File: src/rtl/enigma_pkg.sv
// Shared Enigma types: letter index, PS/2 prefix bytes
// and the PS/2 frame FSM state encoding.
package enigma_pkg;

    typedef logic [5:0] letter_t;

    localparam letter_t LTR_A = 6'd0;
    localparam letter_t LTR_B = 6'd1;
    localparam letter_t LTR_C = 6'd2;
    localparam letter_t LTR_D = 6'd3;
    localparam letter_t LTR_E = 6'd4;
    localparam letter_t LTR_F = 6'd5;
    localparam letter_t LTR_G = 6'd6;
    localparam letter_t LTR_H = 6'd7;
    localparam letter_t LTR_I = 6'd8;
    localparam letter_t LTR_J = 6'd9;
    localparam letter_t LTR_K = 6'd10;
    localparam letter_t LTR_L = 6'd11;
    localparam letter_t LTR_M = 6'd12;
    localparam letter_t LTR_N = 6'd13;
    localparam letter_t LTR_O = 6'd14;
    localparam letter_t LTR_P = 6'd15;
    localparam letter_t LTR_Q = 6'd16;
    localparam letter_t LTR_R = 6'd17;
    localparam letter_t LTR_S = 6'd18;
    localparam letter_t LTR_T = 6'd19;
    localparam letter_t LTR_U = 6'd20;
    localparam letter_t LTR_V = 6'd21;
    localparam letter_t LTR_W = 6'd22;
    localparam letter_t LTR_X = 6'd23;
    localparam letter_t LTR_Y = 6'd24;
    localparam letter_t LTR_Z = 6'd25;

    localparam logic [7:0] PS2_EXT = 8'hE0;
    localparam logic [7:0] PS2_BRK = 8'hF0;

    typedef enum logic [1:0] {
        ST_IDLE,
        ST_DATA,
        ST_PARITY,
        ST_STOP
    } ps2_state_e;

endpackage

File: src/rtl/ps2_input_filter.sv
// PS/2 line conditioning: synchronizers, clock
// stability filter and falling-edge pulse.
module ps2_input_filter #(
    parameter int FILTER_LEN = 4
) (
    input  logic clk,
    input  logic rst,
    input  logic ps2_clk,
    input  logic ps2_data,
    output logic clk_filt,
    output logic data_sync,
    output logic fall
);

    logic [1:0]            clk_sync;
    logic [1:0]            dat_sync;
    logic [FILTER_LEN-1:0] clk_hist;
    logic [FILTER_LEN-1:0] dat_hist;

    // 2-FF synchronizers, idle-high after reset
    always_ff @(posedge clk) begin
        if (rst) begin
            clk_sync <= '1;
            dat_sync <= '1;
        end else begin
            clk_sync <= {clk_sync[0], ps2_clk};
            dat_sync <= {dat_sync[0], ps2_data};
        end
    end

    // Sample history; data is delayed as much as the clock
    always_ff @(posedge clk) begin
        if (rst) begin
            clk_hist <= '1;
            dat_hist <= '1;
        end else begin
            clk_hist <= {clk_hist[FILTER_LEN-2:0], clk_sync[1]};
            dat_hist <= {dat_hist[FILTER_LEN-2:0], dat_sync[1]};
        end
    end

    // Filtered level changes only on a full run of equal samples
    always_ff @(posedge clk) begin
        if (rst) begin
            clk_filt <= 1'b1;
            fall     <= 1'b0;
        end else begin
            fall <= 1'b0;
            if (clk_filt && (clk_hist == '0)) begin
                clk_filt <= 1'b0;
                fall     <= 1'b1;
            end else if (!clk_filt && (&clk_hist)) begin
                clk_filt <= 1'b1;
            end
        end
    end

    assign data_sync = dat_hist[FILTER_LEN-1];

endmodule

File: src/rtl/ps2_letter_receiver.sv
// PS/2 set-2 frame receiver: turns letter make codes
// into 0..25 letter indices; drops breaks/extended keys.
module ps2_letter_receiver
    import enigma_pkg::*;
#(
    parameter int FILTER_LEN     = 4,
    parameter int TIMEOUT_CYCLES = 100000
) (
    input  logic       clk,
    input  logic       rst,
    input  logic       ps2_clk,
    input  logic       ps2_data,
    output logic [5:0] letter_code,
    output logic       letter_valid,
    output logic       frame_err
);

    localparam int TW = $clog2(TIMEOUT_CYCLES + 1);

    ps2_state_e  state;
    ps2_state_e  state_nx;
    logic [2:0]  bit_cnt;
    logic [7:0]  shreg;
    logic        par_bit;
    logic [TW-1:0] tmo_cnt;
    logic        ext_pend;
    logic        brk_pend;

    logic        clk_lvl_unused;
    logic        data;
    logic        fall;

    logic        tmo_hit;
    logic        fall_ok;
    logic        stop_fall;
    logic        good;
    logic        byte_ok;
    logic        is_ext;
    logic        is_brk;
    logic        valid_d;
    logic        err_d;
    logic        lut_hit;
    letter_t     lut_code;

    ps2_input_filter #(
        .FILTER_LEN (FILTER_LEN)
    ) u_filt (
        .clk       (clk),
        .rst       (rst),
        .ps2_clk   (ps2_clk),
        .ps2_data  (ps2_data),
        .clk_filt  (clk_lvl_unused),
        .data_sync (data),
        .fall      (fall)
    );

    assign tmo_hit = (state != ST_IDLE) &&
                     (tmo_cnt == TW'(TIMEOUT_CYCLES - 1));
    assign fall_ok = fall && !tmo_hit;

    // Frame state register
    always_ff @(posedge clk) begin
        if (rst) state <= ST_IDLE;
        else     state <= state_nx;
    end

    // Frame next-state logic; timeout overrides any edge
    always_comb begin
        state_nx = state;
        if (tmo_hit) begin
            state_nx = ST_IDLE;
        end else if (fall) begin
            unique case (state)
                ST_IDLE:   if (!data) state_nx = ST_DATA;
                ST_DATA:   if (bit_cnt == 3'd7) state_nx = ST_PARITY;
                ST_PARITY: state_nx = ST_STOP;
                ST_STOP:   state_nx = ST_IDLE;
                default:   state_nx = ST_IDLE;
            endcase
        end
    end

    // Frame check and strobe decisions
    always_comb begin
        stop_fall = (state == ST_STOP) && fall_ok;
        good      = data && (^{shreg, par_bit});
        byte_ok   = stop_fall && good;
        is_ext    = (shreg == PS2_EXT);
        is_brk    = (shreg == PS2_BRK);
        valid_d   = byte_ok && !is_ext && !is_brk &&
                    !ext_pend && !brk_pend && lut_hit;
        err_d     = tmo_hit || (stop_fall && !good);
    end

    // Set-2 make code to letter index
    always_comb begin
        lut_hit  = 1'b1;
        lut_code = LTR_A;
        unique case (shreg)
            8'h1C: lut_code = LTR_A;
            8'h32: lut_code = LTR_B;
            8'h21: lut_code = LTR_C;
            8'h23: lut_code = LTR_D;
            8'h24: lut_code = LTR_E;
            8'h2B: lut_code = LTR_F;
            8'h34: lut_code = LTR_G;
            8'h33: lut_code = LTR_H;
            8'h43: lut_code = LTR_I;
            8'h3B: lut_code = LTR_J;
            8'h42: lut_code = LTR_K;
            8'h4B: lut_code = LTR_L;
            8'h3A: lut_code = LTR_M;
            8'h31: lut_code = LTR_N;
            8'h44: lut_code = LTR_O;
            8'h4D: lut_code = LTR_P;
            8'h15: lut_code = LTR_Q;
            8'h2D: lut_code = LTR_R;
            8'h1B: lut_code = LTR_S;
            8'h2C: lut_code = LTR_T;
            8'h3C: lut_code = LTR_U;
            8'h2A: lut_code = LTR_V;
            8'h1D: lut_code = LTR_W;
            8'h22: lut_code = LTR_X;
            8'h35: lut_code = LTR_Y;
            8'h1A: lut_code = LTR_Z;
            default: lut_hit = 1'b0;
        endcase
    end

    // Shift register, bit counter, parity capture
    always_ff @(posedge clk) begin
        if (rst) begin
            shreg   <= '0;
            bit_cnt <= '0;
            par_bit <= 1'b0;
        end else if (tmo_hit) begin
            shreg   <= '0;
            bit_cnt <= '0;
        end else if (fall) begin
            unique case (state)
                ST_IDLE: begin
                    shreg   <= '0;
                    bit_cnt <= '0;
                end
                ST_DATA: begin
                    shreg   <= {data, shreg[7:1]};
                    bit_cnt <= bit_cnt + 3'd1;
                end
                ST_PARITY: par_bit <= data;
                default: ;
            endcase
        end
    end

    // Inter-edge timeout counter
    always_ff @(posedge clk) begin
        if (rst) begin
            tmo_cnt <= '0;
        end else if ((state == ST_IDLE) || fall || tmo_hit) begin
            tmo_cnt <= '0;
        end else begin
            tmo_cnt <= tmo_cnt + 1'b1;
        end
    end

    // Prefix flags survive timeouts and bad frames
    always_ff @(posedge clk) begin
        if (rst) begin
            ext_pend <= 1'b0;
            brk_pend <= 1'b0;
        end else if (byte_ok) begin
            if (is_ext) begin
                ext_pend <= 1'b1;
            end else if (is_brk) begin
                brk_pend <= 1'b1;
            end else begin
                ext_pend <= 1'b0;
                brk_pend <= 1'b0;
            end
        end
    end

    // Registered output strobes; code holds between strobes
    always_ff @(posedge clk) begin
        if (rst) begin
            letter_code  <= '0;
            letter_valid <= 1'b0;
            frame_err    <= 1'b0;
        end else begin
            letter_valid <= valid_d;
            frame_err    <= err_d;
            if (valid_d) letter_code <= lut_code;
        end
    end

endmodule

File: config.mk
export PLATFORM = sky130hd
export DESIGN_NAME = ps2_letter_receiver
export DESIGN_NICKNAME = d
export VERILOG_FILES = /design/src/rtl/enigma_pkg.sv /design/src/rtl/ps2_input_filter.sv /design/src/rtl/ps2_letter_receiver.sv
export SDC_FILE = /design/constraint.sdc
export NUM_CORES = 1
export LEC_CHECK = 0
export CORE_UTILIZATION = 56
export CTS_CLUSTER_SIZE = 16
export DETAILED_ROUTE_END_ITERATION = 12
export DONT_BUFFER_PORTS = 1
export GPL_ROUTABILITY_DRIVEN = 0
export GPL_TIMING_DRIVEN = 0
export PLACE_DENSITY_LB_ADDON = 0.3
export SKIP_CTS_REPAIR_TIMING = 1
export SYNTH_ARGS = -nofsm -noshare
export SYNTH_HDL_FRONTEND = slang
export SYNTH_SLANG_ARGS = --single-unit
File: constraint.sdc
create_clock -name clk -period 1.93 [get_ports clk]
set_input_delay 0.386 -clock clk [delete_from_list [all_inputs] [get_ports clk]]
set_output_delay 0.386 -clock clk [all_outputs]
set_load 0.01 [all_outputs]
# Yosys cells after proc, flatten, opt, wreduce, memory -nomap -nowiden

Index checks and enable logic that the tools add are counted.

Add/sub/neg operators: 2
Eq/ne operators: 36
Multiplexer cells: 13
Bitwise operators: 2
Reductions and logical operators: 38

Operators with widths:

| operator                                       | count |
|---|---|
| == test 8 x 6 -> 1 bit (second input constant) | 16 |
| one-hot mux 5 bit (25 select lines)            | 1 |
| == test 8 x 5 -> 1 bit (second input constant) | 5 |
| == test 8 x 7 -> 1 bit (second input constant) | 5 |
| OR reduction 26 bit                            | 1 |
| adder 17 x 1 -> 17 bit (second input constant) | 1 |
| == test 17 bit (second input constant)         | 1 |
| == test 8 bit (second input constant)          | 2 |
| one-hot mux 8 bit (2 select lines)             | 1 |
| logical AND 1 bit                              | 13 |
| parity 9 bit                                   | 1 |
| one-hot mux 2 bit (4 select lines)             | 1 |
| zero test 1 bit                                | 7 |
| 2-to-1 mux 1 bit                               | 7 |
| != test 2 bit (second input constant)          | 3 |
| one-hot mux 3 bit (2 select lines)             | 1 |
| AND reduction 2 bit                            | 3 |
| AND reduction 3 bit                            | 2 |
| nonzero test 2 bit                             | 3 |
| == test 2 bit (second input constant)          | 2 |
| zero test 4 bit                                | 1 |
| 2-to-1 mux 2 bit                               | 2 |
| AND reduction 4 bit                            | 1 |
| OR reduction 2 bit                             | 2 |
| 6 further kinds                                | 9 |

Register bits: 55
Output and inout bits: 8
Logic and storage cells: 107

# Longest topological paths before layout

Depth after elaboration: 11
Gate-level depth with buffers: 9
Mapped depth without buffers: 7

# By module

A second synthesis with hierarchy kept.

Cell total of the unflattened synthesis: 303
Area total of the unflattened synthesis: 2681.3 µm²

Modules (own cells, without submodules):

| module              | instances | cells an instance | area each (µm²) | sequential area each (µm²) |
|---|---|---|---|---|
| ps2_letter_receiver | 1         | 271               | 2269.7          | 800.8 |
| ps2_input_filter    | 1         | 32                | 411.6           | 280.3 |

# Least setup slack after synthesis

No wires, ideal clock.

Path kind: reg-to-reg
From: reg state[0]
To: reg tmo_cnt[10]
Data arrival time: 1.857 ns
Data required time: 1.813 ns
Slack: -0.045 ns
Cell stages (with the launch flop): 10
Clock period less this slack: 1.975 ns
Path through: dfxtp_1 -> inv_1 -> ha_1 -> nor4b_1 -> nand4_1 -> nand2b_1 -> or3_1 -> clkbuf_1 -> buf_2 -> nor2_1

Longest elaborated chain between the ends: 4

RTL lines:

| item                                                  | RTL line                                              | text |
|---|---|---|
| from (decl)                                           | ps2_letter_receiver.sv:20                             | `ps2_state_e state;` |
| from (signal assigned)                                | ps2_letter_receiver.sv:64                             | `else state <= state_nx;` |
| zero test 2 bit or nonzero test 2 bit (tied branches) | ps2_letter_receiver.sv:159, ps2_letter_receiver.sv:57 |  |
| logical OR 1 bit or logical AND 1 bit (tied branches) | ps2_letter_receiver.sv:159, ps2_letter_receiver.sv:57 |  |
| logical OR 1 bit *                                    | ps2_letter_receiver.sv:159                            | `end else if ((state == ST_IDLE) \|\| fall \|\| tmo_hit) begin` |
| OR reduction 2 bit (no line) *                        | --                                                    |  |
| to (signal assigned)                                  | ps2_letter_receiver.sv:162                            | `tmo_cnt <= tmo_cnt + 1'b1;` |
| to (decl)                                             | ps2_letter_receiver.sv:25                             | `logic [TW-1:0] tmo_cnt;` |

Mark *: on every way between the ends. The rest lies on a longest branch, timed or not.
A chain may end at the register's enable or synchronous reset.

# Final worst setup path

From: reg shreg[2]
To: reg letter_code[1]

Longest elaborated chain between the ends: 8

RTL lines:

| item                                                        | RTL line                   | text |
|---|---|---|
| from (decl)                                                 | ps2_letter_receiver.sv:23  | `logic [7:0] shreg;` |
| from (signal assigned)                                      | ps2_letter_receiver.sv:146 | `shreg <= {data, shreg[7:1]};` |
| branches (longest 8 deep; another with OR reduction 26 bit) | --                         |  |
| to (signal assigned)                                        | ps2_letter_receiver.sv:192 | `if (valid_d) letter_code <= lut_code;` |
| to (decl)                                                   | ps2_letter_receiver.sv:13  | `output logic [5:0] letter_code,` |

Parallel ways; which one is timed is not known.

==> results.txt <==
----------------------------------------------------
[Floorplanning]
  Core Box Area ... 4440 um2
  Die extent in x ... 70.9 um
  Boundary Pins ... 12
  Initial core utilization ... 59.7%
  Die Footprint ... 5020 um2
  Standard-cell row count ... 24
  Die span in y ... 70.9 um

[Worst setup path]
  Largest stage delay on the critical path ... 0.36 ns
  Ordered cell list for the critical path ... clkbuf_4 > nand2b_2 > o32a_1 > o31a_1 > a21o_4 > a221oi_2
  Reg2Reg Launch Point ... shreg[2]$_SDFFE_PP0P_
  Slack of the worst reg-to-reg path ... -0.15 ns
  Worst setup SP type ... register
  Maximum fanout count along the critical path ... 10
  Arrival time at the worst endpoint ... 2.30 ns
  R2R cell count ... 6
  Type of the setup path with the least slack ... reg -> reg
  Critical path required time ... 2.15 ns
  Worst path slowest cell ... sky130_fd_sc_hd__dfxtp_1
  Endpoint of the most critical register-to-register path ... letter_code[1]$_SDFFE_PP0P_
  Nature of the critical path endpoint ... register

[STA]
  Fmax ... 481 MHz
  Worst clock skew ... 0.00535 ns
  Accumulated negative setup slack ... -0.552 ns
  Actual transition at the worst max-transition pin ... 0.605 ns
  Worst setup slack after layout ... -0.151 ns
  Final worst path period need ... 2.08 ns
  Tightest hold margin ... 0.172 ns
  Number of endpoints failing setup at the final stage ... 5
  Rel. slew slack ... 59.1%
  Final Cycle Share ... 108%
  RSZ-0062 raised after global routing ... yes
  Final hold violation count ... 0
  Final Slew Violations ... 0

[Placement]
  Port bufs ... 0
  Post-DP HPWL ... 3440 um

[Logic synthesis]
  Number of synthesized flops with an enable pin ... 0
  Most instantiated flip-flop cell in the synthesis netlist ... sky130_fd_sc_hd__dfxtp_1
  Synth cell types ... 52
  Leading post-synthesis cells by cell area ... sky130_fd_sc_hd__dfxtp_1 (41%), sky130_fd_sc_hd__nor2_1 (6.2%), sky130_fd_sc_hd__ha_1 (3.8%)
  Leading post-synthesis cells by instance count ... sky130_fd_sc_hd__dfxtp_1 (54), sky130_fd_sc_hd__nor2_1 (44), sky130_fd_sc_hd__inv_1 (14)
  Sequential-to-total area share from yosys stat ... 40.7%
  Gate count after technology mapping ... 307
  #FFs+latches synth ... 54
  Async S/R FF share, synth ... 0%
  Post-synth top area cell ... sky130_fd_sc_hd__dfxtp_1
  Synth Warn # ... 0
  Most common cell in the synthesized netlist ... sky130_fd_sc_hd__dfxtp_1
  Post-synthesis instance area ... 2660 um2
  Share of the synthesized area in the top cell type ... 40.7%
  Mean post-synth cell area ... 8.65 um2
  Synth Net Count ... 319

[Global route]
  Wire length of the first global-routing pass ... 8970 um
  Antenna violations before repair ... 0
  Via count of the first global-routing pass ... 2134
  Aggregate global routing overflow ... 0
  Largest net degree at the start of global routing ... 20
  All-layer global routing usage ... 22.2%

[Routing]
  Sum of routed wire length over all layers ... 5160 um
  DR pass1 iterations ... 8
  DRT iter0 DRCs ... 172
  Routed wire length per instance ... 13.8 um
  Residual DRC count ... 2
  Via-to-Cell Ratio ... 5.82
  Number of nets still failing antenna checks after routing ... 0
  Count of vias placed by the detailed router ... 2170

[Worst hold path]
  WHS Path Cells ... 1
  End of the worst hold path ... u_filt.clk_sync[0]$_SDFF_PP1_
  Hold Path Class ... in -> reg
  Hold path startpoint ... ps2_clk

[Clocking]
  Clock network latency to the later pin of the worst-skew pair ... 0.31 ns
  Number of buffers created by CTS ... 5
  Root buffer selected by CTS ... sky130_fd_sc_hd__clkbuf_8
  Maximum clock path buffer count ... 2
  Clock transition at the registers of the reported paths ... 0.10 ns
  Clk sink count ... 54
  CTS H-tree depth ... 2
  TritonCTS clock tree ... done

[Pwr]
  Peak ir drop on the vdd network ... 615 uV
  Pwr Density ... 593 nW/um2
  Leakage power total ... 0.00107 uW

[Run]
  Number of max-cap violations ... 0

[Cells and area]
  Synthesis-to-finish area growth ... 14.6%
  Fill cells ... 347
  Ant. Diodes ... 0
  NumNets Final ... 332
  Ratio of cells with drive above 1 in the final layout ... 21.8%

[Outcome]
  Violated checks ... design-rule violations, negative setup slack
  Run status ... finished, violations left

----------------------------------------------------
-- state kept, by name (all words and copies together), names as in the netlist, 2 cells and up --
name	count
u_filt.clk_hist	4
bit_cnt	3
shreg	8
letter_code	5
u_filt.dat_sync	2
tmo_cnt	17
state	2
u_filt.dat_hist	4
u_filt.clk_sync	2
-- power by group --
part           switching (uW)  internal (uW)
registers                1.82           1120
logic                    13.8           8.96
clock network             390            269
-- layout make-up --
type,instances,area (um2),share of cell area (%)
buffer,16,106,3.50
clock buffer,5,68.8,2.26
clock inverter,3,28.8,0.946
inverter,14,52.6,1.73
multi-input combinational,219,1560,51.3
sequential,54,1090,35.7
tap,52,65.1,2.14
timing repair buffer,10,75.1,2.47
-- worst max-delay path: cells and delay by family (launching register included) --
| family | cells | cell delay (ns) |
|---|---|---|
| flops | 1 | 0.36 |
| buf+inv | 1 | 0.20 |
| compound gates | 4 | 1.21 |
| simple gates | 1 | 0.23 |
-- cell usage in the layout (no fill, tap or decap), drive strengths merged, types with 2 or more instances in the layout --
| cell | synthesis | final |
|---|---|---|
| a211oi | 4 | 4 |
| a21o | 2 | 2 |
| a21oi | 10 | 10 |
| a221oi | 2 | 2 |
| a22oi | 12 | 12 |
| a31oi | 3 | 3 |
| and2 | 2 | 2 |
| and3 | 6 | 6 |
| buf | 7 | 15 |
| clkbuf | 13 | 16 |
| clkinv | 0 | 2 |
| dfxtp | 54 | 54 |
| ha | 8 | 8 |
| inv | 14 | 15 |
| mux2i | 4 | 4 |
| nand2 | 11 | 11 |
| nand2b | 12 | 12 |
| nand3 | 11 | 11 |
| nand4 | 5 | 5 |
| nor2 | 44 | 44 |
| nor2b | 2 | 2 |
| nor3 | 9 | 9 |
| nor4 | 4 | 4 |
| nor4b | 3 | 3 |
| o21ai | 7 | 7 |
| or2 | 13 | 13 |
| or3 | 4 | 4 |
| xnor2 | 13 | 13 |
| xor2 | 8 | 8 |
-- stage by stage --
stage          cell area, um2  power, uW  std cells  setup slack (ns)  utilization [%]
4_1_cts                  2830       1820        367            -0.357             63.7
2_1_floorplan            2670       1160        307           0.00642                -
3_5_place_dp             2730       1170        359            -0.349             61.5
6_report                 3040       1800        373            -0.151             68.4
5_1_grt                  3040       1880        373            -0.233             68.4
3_3_place_gp             2730       1170        359            -0.281             61.5
-- routing by layer --
layer	track usage, %	part of all wire, %
met1	26.8	44
met4	10.2	1.6
met3	5.84	4.6
met5	0	0
met2	37.2	49
-- kinds of logic after synthesis --
family	count (synthesis)	share of synthesized area, %
simple gates	130	25.4
flops	54	40.7
compound gates	53	13.8
buf+inv	34	5.70
xor+xnor	22	8.62
fa+ha+maj	9	4.15
mux	4	1.51
other cells	1	0.141
-- how the worst max path moves through the flow --
| stage | from | end | slack, ns | cells after the start |
|---|---|---|---|---|
| 2_1_floorplan | shreg[5]$_SDFFE_PP0P_ | letter_code[1]$_SDFFE_PP0P_ | 0.006 | 7 |
| 3_3_place_gp | state[0]$_SDFFE_PP0P_ | tmo_cnt[10]$_SDFF_PP0_ | -0.28 | 9 |
| 3_5_place_dp | state[1]$_SDFFE_PP0P_ | tmo_cnt[13]$_SDFF_PP0_ | -0.35 | 9 |
| 4_1_cts | state[1]$_SDFFE_PP0P_ | tmo_cnt[13]$_SDFF_PP0_ | -0.36 | 9 |
| 5_1_grt | shreg[1]$_SDFFE_PP0P_ | letter_code[1]$_SDFFE_PP0P_ | -0.23 | 7 |
| 6_report | shreg[2]$_SDFFE_PP0P_ | letter_code[1]$_SDFFE_PP0P_ | -0.15 | 6 |
No activity file was read; power rests on OpenSTA's default activity.
